--- config.mk ---
export PLATFORM = sky130hd
export DESIGN_NAME = sump_cmd_rx
export DESIGN_NICKNAME = d
export VERILOG_FILES = /design/src/rtl/sump_cmd_rx.sv
export SDC_FILE = /design/constraint.sdc
export NUM_CORES = 1
export LEC_CHECK = 0
export BUFFER_PORTS_ARGS = -buffer_cell sky130_fd_sc_hd__buf_2
export CAP_MARGIN = 20
export CORE_AREA = 2 2 90 100
export CTS_CLUSTER_SIZE = 8
export DETAILED_ROUTE_END_ITERATION = 8
export DIE_AREA = 0 0 92 102
export MAX_ROUTING_LAYER = met4
export PLACE_DENSITY = 0.77
export SLEW_MARGIN = 30
export SYNTH_ARGS = -nofsm -noshare
export SYNTH_HDL_FRONTEND = slang
export SYNTH_SLANG_ARGS = --single-unit
--- constraint.sdc ---
create_clock -name clk_i -period 2.22 [get_ports clk_i]
set_input_delay 0.333 -clock clk_i [delete_from_list [all_inputs] [get_ports clk_i]]
set_output_delay 0.333 -clock clk_i [all_outputs]
set_load 0.01 [all_outputs]
--- src/rtl/sump_cmd_rx.sv ---
// SUMP command receiver: classifies UART bytes into short and long commands and assembles long-command payloads.
// Optional payload inactivity timeout enabled by defining CMD_TIMEOUT_EN.
module sump_cmd_rx #(
  parameter int unsigned NUM_STAGES  = 4,
  parameter int unsigned PLD_BYTES   = 4,
  parameter int unsigned TIMEOUT_CYC = 1000000
) (
  input  logic                                                  clk_i,
  input  logic                                                  rst_i,
  input  logic                                                  stb_i,
  input  logic [7:0]                                            byte_i,
  output logic                                                  busy_o,
  output logic                                                  sft_rst_o,
  output logic                                                  arm_o,
  output logic                                                  id_o,
  output logic                                                  rd_meta_o,
  output logic                                                  fin_now_o,
  output logic                                                  rd_inp_o,
  output logic                                                  xon_o,
  output logic                                                  xoff_o,
  output logic                                                  set_mask_o,
  output logic                                                  set_val_o,
  output logic                                                  set_cfg_o,
  output logic                                                  set_div_o,
  output logic                                                  set_cnt_o,
  output logic                                                  set_flgs_o,
  output logic [((NUM_STAGES > 1) ? $clog2(NUM_STAGES) : 1)-1:0] stg_o,
  output logic [8*PLD_BYTES-1:0]                                pld_o,
  output logic                                                  err_o,
  output logic                                                  abort_o
);

  localparam int unsigned SW = (NUM_STAGES > 1) ? $clog2(NUM_STAGES) : 1;
  localparam int unsigned CW = (PLD_BYTES > 1) ? $clog2(PLD_BYTES) : 1;
  localparam int unsigned PW = 8 * PLD_BYTES;

  typedef enum logic {IDLE, PAYLOAD} state_t;

  state_t          state_q;
  logic [6:0]      opc_q;
  logic [CW-1:0]   cnt_q;
  logic [PW-1:0]   buf_q;
  logic [7:0]      short_q;
  logic [5:0]      long_q;

  logic [7:0]      short_c;
  logic [5:0]      long_c;
  logic [SW-1:0]   stg_c;
  logic [PW-1:0]   asm_c;

`ifdef CMD_TIMEOUT_EN
  localparam int unsigned TW = (TIMEOUT_CYC > 1) ? $clog2(TIMEOUT_CYC) : 1;
  logic [TW-1:0]   tmo_q;
`else
  logic            unused_tmo;
  assign unused_tmo = ^TIMEOUT_CYC;
`endif

  // Short opcode decode straight from the incoming byte
  always_comb begin
    short_c = '0;
    case (byte_i[6:0])
      7'h00:   short_c[0] = 1'b1;
      7'h01:   short_c[1] = 1'b1;
      7'h02:   short_c[2] = 1'b1;
      7'h04:   short_c[3] = 1'b1;
      7'h05:   short_c[4] = 1'b1;
      7'h06:   short_c[5] = 1'b1;
      7'h11:   short_c[6] = 1'b1;
      7'h13:   short_c[7] = 1'b1;
      default: short_c = '0;
    endcase
  end

  // Long opcode decode from the latched opcode; an empty result means error
  always_comb begin
    long_c = '0;
    stg_c  = SW'(opc_q[3:2]);
    if (opc_q[6:4] == 3'b100) begin
      if (opc_q[1:0] != 2'b11 && 32'(opc_q[3:2]) < NUM_STAGES)
        long_c[3'(opc_q[1:0])] = 1'b1;
    end else if (opc_q[6:2] == 5'b00000 && opc_q[1:0] != 2'b11) begin
      long_c[3'd3 + 3'(opc_q[1:0])] = 1'b1;
    end
  end

  // Payload buffer with the current byte dropped into its slot
  always_comb begin
    asm_c = buf_q;
    asm_c[{cnt_q, 3'b000} +: 8] = byte_i;
  end

  always_ff @(posedge clk_i) begin
    if (rst_i) begin
      state_q <= IDLE;
      opc_q   <= '0;
      cnt_q   <= '0;
      buf_q   <= '0;
      short_q <= '0;
      long_q  <= '0;
      busy_o  <= 1'b0;
      stg_o   <= '0;
      pld_o   <= '0;
      err_o   <= 1'b0;
      abort_o <= 1'b0;
`ifdef CMD_TIMEOUT_EN
      tmo_q   <= '0;
`endif
    end else begin
      short_q <= '0;
      long_q  <= '0;
      err_o   <= 1'b0;
      abort_o <= 1'b0;
      case (state_q)
        IDLE: begin
          if (stb_i) begin
            if (!byte_i[7]) begin
              short_q <= short_c;
              err_o   <= ~|short_c;
            end else begin
              opc_q   <= byte_i[6:0];
              cnt_q   <= '0;
              buf_q   <= '0;
              busy_o  <= 1'b1;
              state_q <= PAYLOAD;
`ifdef CMD_TIMEOUT_EN
              tmo_q   <= '0;
`endif
            end
          end
        end
        PAYLOAD: begin
          if (stb_i) begin
            buf_q <= asm_c;
`ifdef CMD_TIMEOUT_EN
            tmo_q <= '0;
`endif
            if (cnt_q == CW'(PLD_BYTES - 1)) begin
              cnt_q   <= '0;
              busy_o  <= 1'b0;
              state_q <= IDLE;
              if (|long_c) begin
                long_q <= long_c;
                pld_o  <= asm_c;
                if (|long_c[2:0]) stg_o <= stg_c;
              end else begin
                err_o <= 1'b1;
              end
            end else begin
              cnt_q <= cnt_q + 1'b1;
            end
          end
`ifdef CMD_TIMEOUT_EN
          // Expiry only when no byte arrives on the same cycle
          else if (tmo_q == TW'(TIMEOUT_CYC - 1)) begin
            busy_o  <= 1'b0;
            abort_o <= 1'b1;
            state_q <= IDLE;
          end else begin
            tmo_q <= tmo_q + 1'b1;
          end
`endif
        end
        default: state_q <= IDLE;
      endcase
    end
  end

  assign {xoff_o, xon_o, rd_inp_o, fin_now_o, rd_meta_o, id_o, arm_o, sft_rst_o} = short_q;
  assign {set_flgs_o, set_cnt_o, set_div_o, set_cfg_o, set_val_o, set_mask_o}   = long_q;

endmodule

==> report_table.html <==
<table>
<tr><th>Metric</th><th>Value</th></tr>
<tr><th colspan="2">Pwr</th></tr>
<tr><td>Total leakage power</td><td>2.09 nW</td></tr>
<tr><td>Highest ir drop seen on vdd</td><td>around 0.32 mV</td></tr>
<tr><td>Total Power Consumption</td><td>about 3 mW</td></tr>
<tr><td>Pwr Density</td><td>~630 nW/um^2</td></tr>
<tr><th colspan="2">Layout</th></tr>
<tr><td>Final-stage net count</td><td>542</td></tr>
<tr><td>Final Core Density</td><td>0.575</td></tr>
<tr><td>Final non-filler cell total</td><td>around 630</td></tr>
<tr><td>Post-route cell area</td><td>approximately 4800 sq um</td></tr>
<tr><td>Diodes inserted</td><td>0</td></tr>
<tr><td>Ratio of cells with drive above 1 in the final layout</td><td>0.182</td></tr>
<tr><td>Area delta synth-&gt;final</td><td>14.3%</td></tr>
<tr><th colspan="2">CTS</th></tr>
<tr><td>Max H-tree Level</td><td>3</td></tr>
<tr><td>Resize count post-CTS</td><td>0</td></tr>
<tr><td>Clock sink count</td><td>92</td></tr>
<tr><td>Hold-fix buffers, CTS</td><td>0</td></tr>
<tr><td>CTS Buf Count</td><td>9</td></tr>
<tr><td>Worst-case clock buffer depth</td><td>2</td></tr>
<tr><td>Clock latency of the later-clocked register in the worst-skew pair</td><td>~360 ps</td></tr>
<tr><td>Clock-pin transition on the worst setup and hold timing paths</td><td>80 ps</td></tr>
<tr><td>Setup Buffers After CTS</td><td>0</td></tr>
<tr><td>Master cell of the clock root buffer</td><td>clkbuf_8</td></tr>
<tr><td>Clock tree from TritonCTS</td><td>done</td></tr>
<tr><th colspan="2">Route</th></tr>
<tr><td>Post-DR vias/cell</td><td>roughly 5.4</td></tr>
<tr><td># DRC</td><td>0</td></tr>
<tr><td>Total number of vias</td><td>around 3.4k</td></tr>
<tr><td>Violation count after the first detailed-routing iteration</td><td>just under 300</td></tr>
<tr><td>Detailed-route wire length per cell</td><td>approximately 15 um</td></tr>
<tr><td>Final routed wirelength across all metal layers</td><td>9270 um</td></tr>
<tr><td>Number of routed nets with antenna violations</td><td>0</td></tr>
<tr><td>Detailed-routing iteration count for the pre-antenna-repair pass</td><td>5</td></tr>
<tr><th colspan="2">Synthesis</th></tr>
<tr><td>Yosys warns</td><td>0</td></tr>
<tr><td>Number of distinct standard cells referenced by the synthesized netlist</td><td>38</td></tr>
<tr><td>Cell area after technology mapping</td><td>4180 sq um</td></tr>
<tr><td>Count of state elements after synthesis</td><td>around 90</td></tr>
<tr><td>List of most frequent post-synthesis cells</td><td>dfxtp_1, nand2b_1, nor2_1</td></tr>
<tr><td>Post-synth EDFFs</td><td>0</td></tr>
<tr><td>Fraction of registers with async set/reset</td><td>0</td></tr>
<tr><td>Net Count, Synth</td><td>489</td></tr>
<tr><td>Average cell area after synthesis</td><td>about 9 sq um</td></tr>
<tr><td>Post-synth top flop</td><td>dfxtp_1</td></tr>
<tr><td>Proportion of synthesized chip area in sequential cells</td><td>0.440</td></tr>
<tr><td>Area contributors post-synth</td><td>dfxtp_1, nand2b_1, mux2i_1</td></tr>
<tr><td>Share of the synthesized area in the top cell type</td><td>0.440</td></tr>
<tr><td>Cell with the most instances after synthesis</td><td>dfxtp_1</td></tr>
<tr><td>Post-synthesis cell count</td><td>465</td></tr>
<tr><td>Leading area contributor after synthesis</td><td>dfxtp_1</td></tr>
<tr><th colspan="2">Critical path</th></tr>
<tr><td>Required time of the critical path</td><td>approximately 2500 ps</td></tr>
<tr><td>Setup crit end kind</td><td>flip-flop</td></tr>
<tr><td>R2R Path Start</td><td>opc_q[0]</td></tr>
<tr><td>Launching instance or port of the critical path</td><td>opc_q[0]</td></tr>
<tr><td>Worst Reg2Reg Path Length in Cells</td><td>6</td></tr>
<tr><td>End of the critical path</td><td>pld_o[25]</td></tr>
<tr><td>WP data arrival</td><td>around 2300 ps</td></tr>
<tr><td>Critical path class</td><td>reg -&gt; reg</td></tr>
<tr><td>Reg-to-reg endpoint</td><td>pld_o[25]</td></tr>
<tr><td>Worst-path fanout max</td><td>8</td></tr>
<tr><td>Register-to-register setup slack</td><td>approximately 150 ps</td></tr>
<tr><td>Crit start category</td><td>flip-flop</td></tr>
<tr><th colspan="2">Floorplan</th></tr>
<tr><td>Area inside the core boundary</td><td>between 8000 and 9000 sq um</td></tr>
<tr><td>Initial standard-cell utilization of the core</td><td>0.503</td></tr>
<tr><td>Rows</td><td>35</td></tr>
<tr><td>Die Width</td><td>between 90 and 100 um</td></tr>
<tr><td>Die outline height</td><td>between 100 and 150 um</td></tr>
<tr><td>Count of boundary I/O pins</td><td>between 60 and 70</td></tr>
<tr><td>Area of the die</td><td>around 9400 sq um</td></tr>
<tr><th colspan="2">Timing</th></tr>
<tr><td>Max-slew violation total from the final report</td><td>0</td></tr>
<tr><td>Worst hold slack across all endpoints</td><td>approximately 180 ps</td></tr>
<tr><td>Final-layout setup total negative slack</td><td>0 ps</td></tr>
<tr><td>Final setup violation count</td><td>0</td></tr>
<tr><td>Worst setup slack after layout</td><td>approximately 150 ps</td></tr>
<tr><td>Final clock period utilization by the worst path</td><td>0.935</td></tr>
<tr><td>Worst-Margin Slew</td><td>roughly 530 ps</td></tr>
<tr><td>RSZ-0062 raised after global routing</td><td>false</td></tr>
<tr><td>Worst clock skew</td><td>between 7 and 8 ps</td></tr>
<tr><td>Max_slew headroom</td><td>0.646</td></tr>
<tr><td>Clock period minus worst slack</td><td>2070 ps</td></tr>
<tr><td>Final-report hold violation count</td><td>0</td></tr>
<tr><td>Max Fclk</td><td>482 MHz</td></tr>
<tr><th colspan="2">Place</th></tr>
<tr><td>DP Worst Slack</td><td>approximately 63 ps</td></tr>
<tr><td># port buffers</td><td>60</td></tr>
<tr><td>Sum of net half-perimeters after detailed placement</td><td>a little under 6000 um</td></tr>
<tr><td>Placed inst area</td><td>approximately 4600 sq um</td></tr>
<tr><td>Cell count after placement</td><td>between 600 and 700</td></tr>
<tr><td>Global placer's final weighted congestion</td><td>~0.85</td></tr>
<tr><th colspan="2">Run</th></tr>
<tr><td>Max-cap violation count</td><td>0</td></tr>
<tr><th colspan="2">Global routing</th></tr>
<tr><td>Number of antenna violations at the first check in global routing</td><td>0</td></tr>
<tr><td>Number of global-route vias before repair</td><td>about 3k</td></tr>
<tr><td>Congestion Overflow GR</td><td>0</td></tr>
<tr><td>GRT Util Overall</td><td>0.200</td></tr>
<tr><td>Maximum number of pins on one net before global-route repair</td><td>95</td></tr>
<tr><td>Wire length of the first global-routing pass</td><td>~15000 um</td></tr>
<tr><th colspan="2">Min path</th></tr>
<tr><td>Type of the worst min-delay path</td><td>in -&gt; reg</td></tr>
<tr><th colspan="2">Status</th></tr>
<tr><td>Run status</td><td>finished clean</td></tr>
</table>
[critical path, stage by stage, from the launching register on]
cell	delay [ps]
dfxtp_1	320
ha_1	210
or4_4	420
or4_4	450
a21bo_4	260
clkbuf_16	180
mux2i_1	120
[report_power, final]
part	total (mW)	internal, mW	switching [mW]
clock network	1.06	0.504	0.561
registers	1.67	1.66	0.0113
logic	0.258	0.0973	0.161
[kinds of logic (layout without fill, tap and decap cells)]
| logic type | after synthesis | count (layout) | synth area share |
|---|---|---|---|
| compound gates | 85 | 85 | 0.138 |
| fa+ha+maj | 13 | 13 | 0.0389 |
| buf+inv | 77 | 133 | 0.0834 |
| flops | 92 | 92 | 0.440 |
| mux | 34 | 34 | 0.0813 |
| other cells | 1 | 1 | 0.000896 |
| simple gates | 163 | 163 | 0.217 |
[sequential cells by signal, indices dropped and copies added, names as in the netlist]
| name | flops |
|---|---|
| busy_o | 1 |
| long_q | 6 |
| short_q | 8 |
| cnt_q | 2 |
| pld_o | 32 |
| buf_q | 32 |
| state_q | 1 |
| opc_q | 7 |
| err_o | 1 |
| stg_o | 2 |
[routing by layer]
metal  GRT usage  part of all wire
met5           -                 0
met1       0.242              0.44
met4      0.0884             0.022
met3      0.0354             0.057
met2       0.330              0.49
[area by class of cell]
| class | instances | area [sq um] |
|---|---|---|
| multi-input cells | 296 | 2000 |
| well taps | 111 | 139 |
| fillers | 748 | 3540 |
| repair buffers | 74 | 452 |
| clock inverters | 5 | 55.1 |
| inverters | 45 | 169 |
| flip-flops and latches | 92 | 1840 |
| clock buffers | 9 | 124 |
[worst min-delay path by stage]
stage | from | to | slack [ps] | cells after the start
after floorplan | byte_i[2] | short_q[0] | 410 | 1
after global placement | busy_o | busy_o | 460 | 2
after detailed placement | busy_o | busy_o | 460 | 2
after CTS | byte_i[2] | short_q[1] | 180 | 2
after global routing | byte_i[2] | short_q[0] | 190 | 2
final | byte_i[2] | short_q[1] | 180 | 2
[cell usage in the layout, fill, tap and decap left out, types with 2 or more instances in the layout]
| master | synthesis | routed |
|---|---|---|
| nor4_1 | 3 | 3 |
| buf_2 | 0 | 60 |
| clkinvlp_4 | 0 | 2 |
| nand2_1 | 2 | 2 |
| buf_12 | 3 | 2 |
| nand4bb_1 | 3 | 3 |
| o22ai_1 | 32 | 32 |
| inv_1 | 44 | 43 |
| clkbuf_8 | 0 | 9 |
| nor2_1 | 52 | 52 |
| a21oi_1 | 10 | 10 |
| and3_1 | 4 | 4 |
| nand4_1 | 2 | 2 |
| clkinv_2 | 0 | 2 |
| nand2b_1 | 68 | 68 |
| buf_4 | 1 | 10 |
| a32oi_1 | 2 | 2 |
| or4_4 | 2 | 2 |
| nand4b_1 | 3 | 3 |
| nor3_1 | 13 | 13 |
| mux2i_1 | 34 | 34 |
| dfxtp_1 | 92 | 92 |
| a22oi_1 | 35 | 35 |
| or4_1 | 2 | 2 |
| and2_1 | 3 | 3 |
| ha_1 | 13 | 12 |
(Power assumes the default switching activity.)
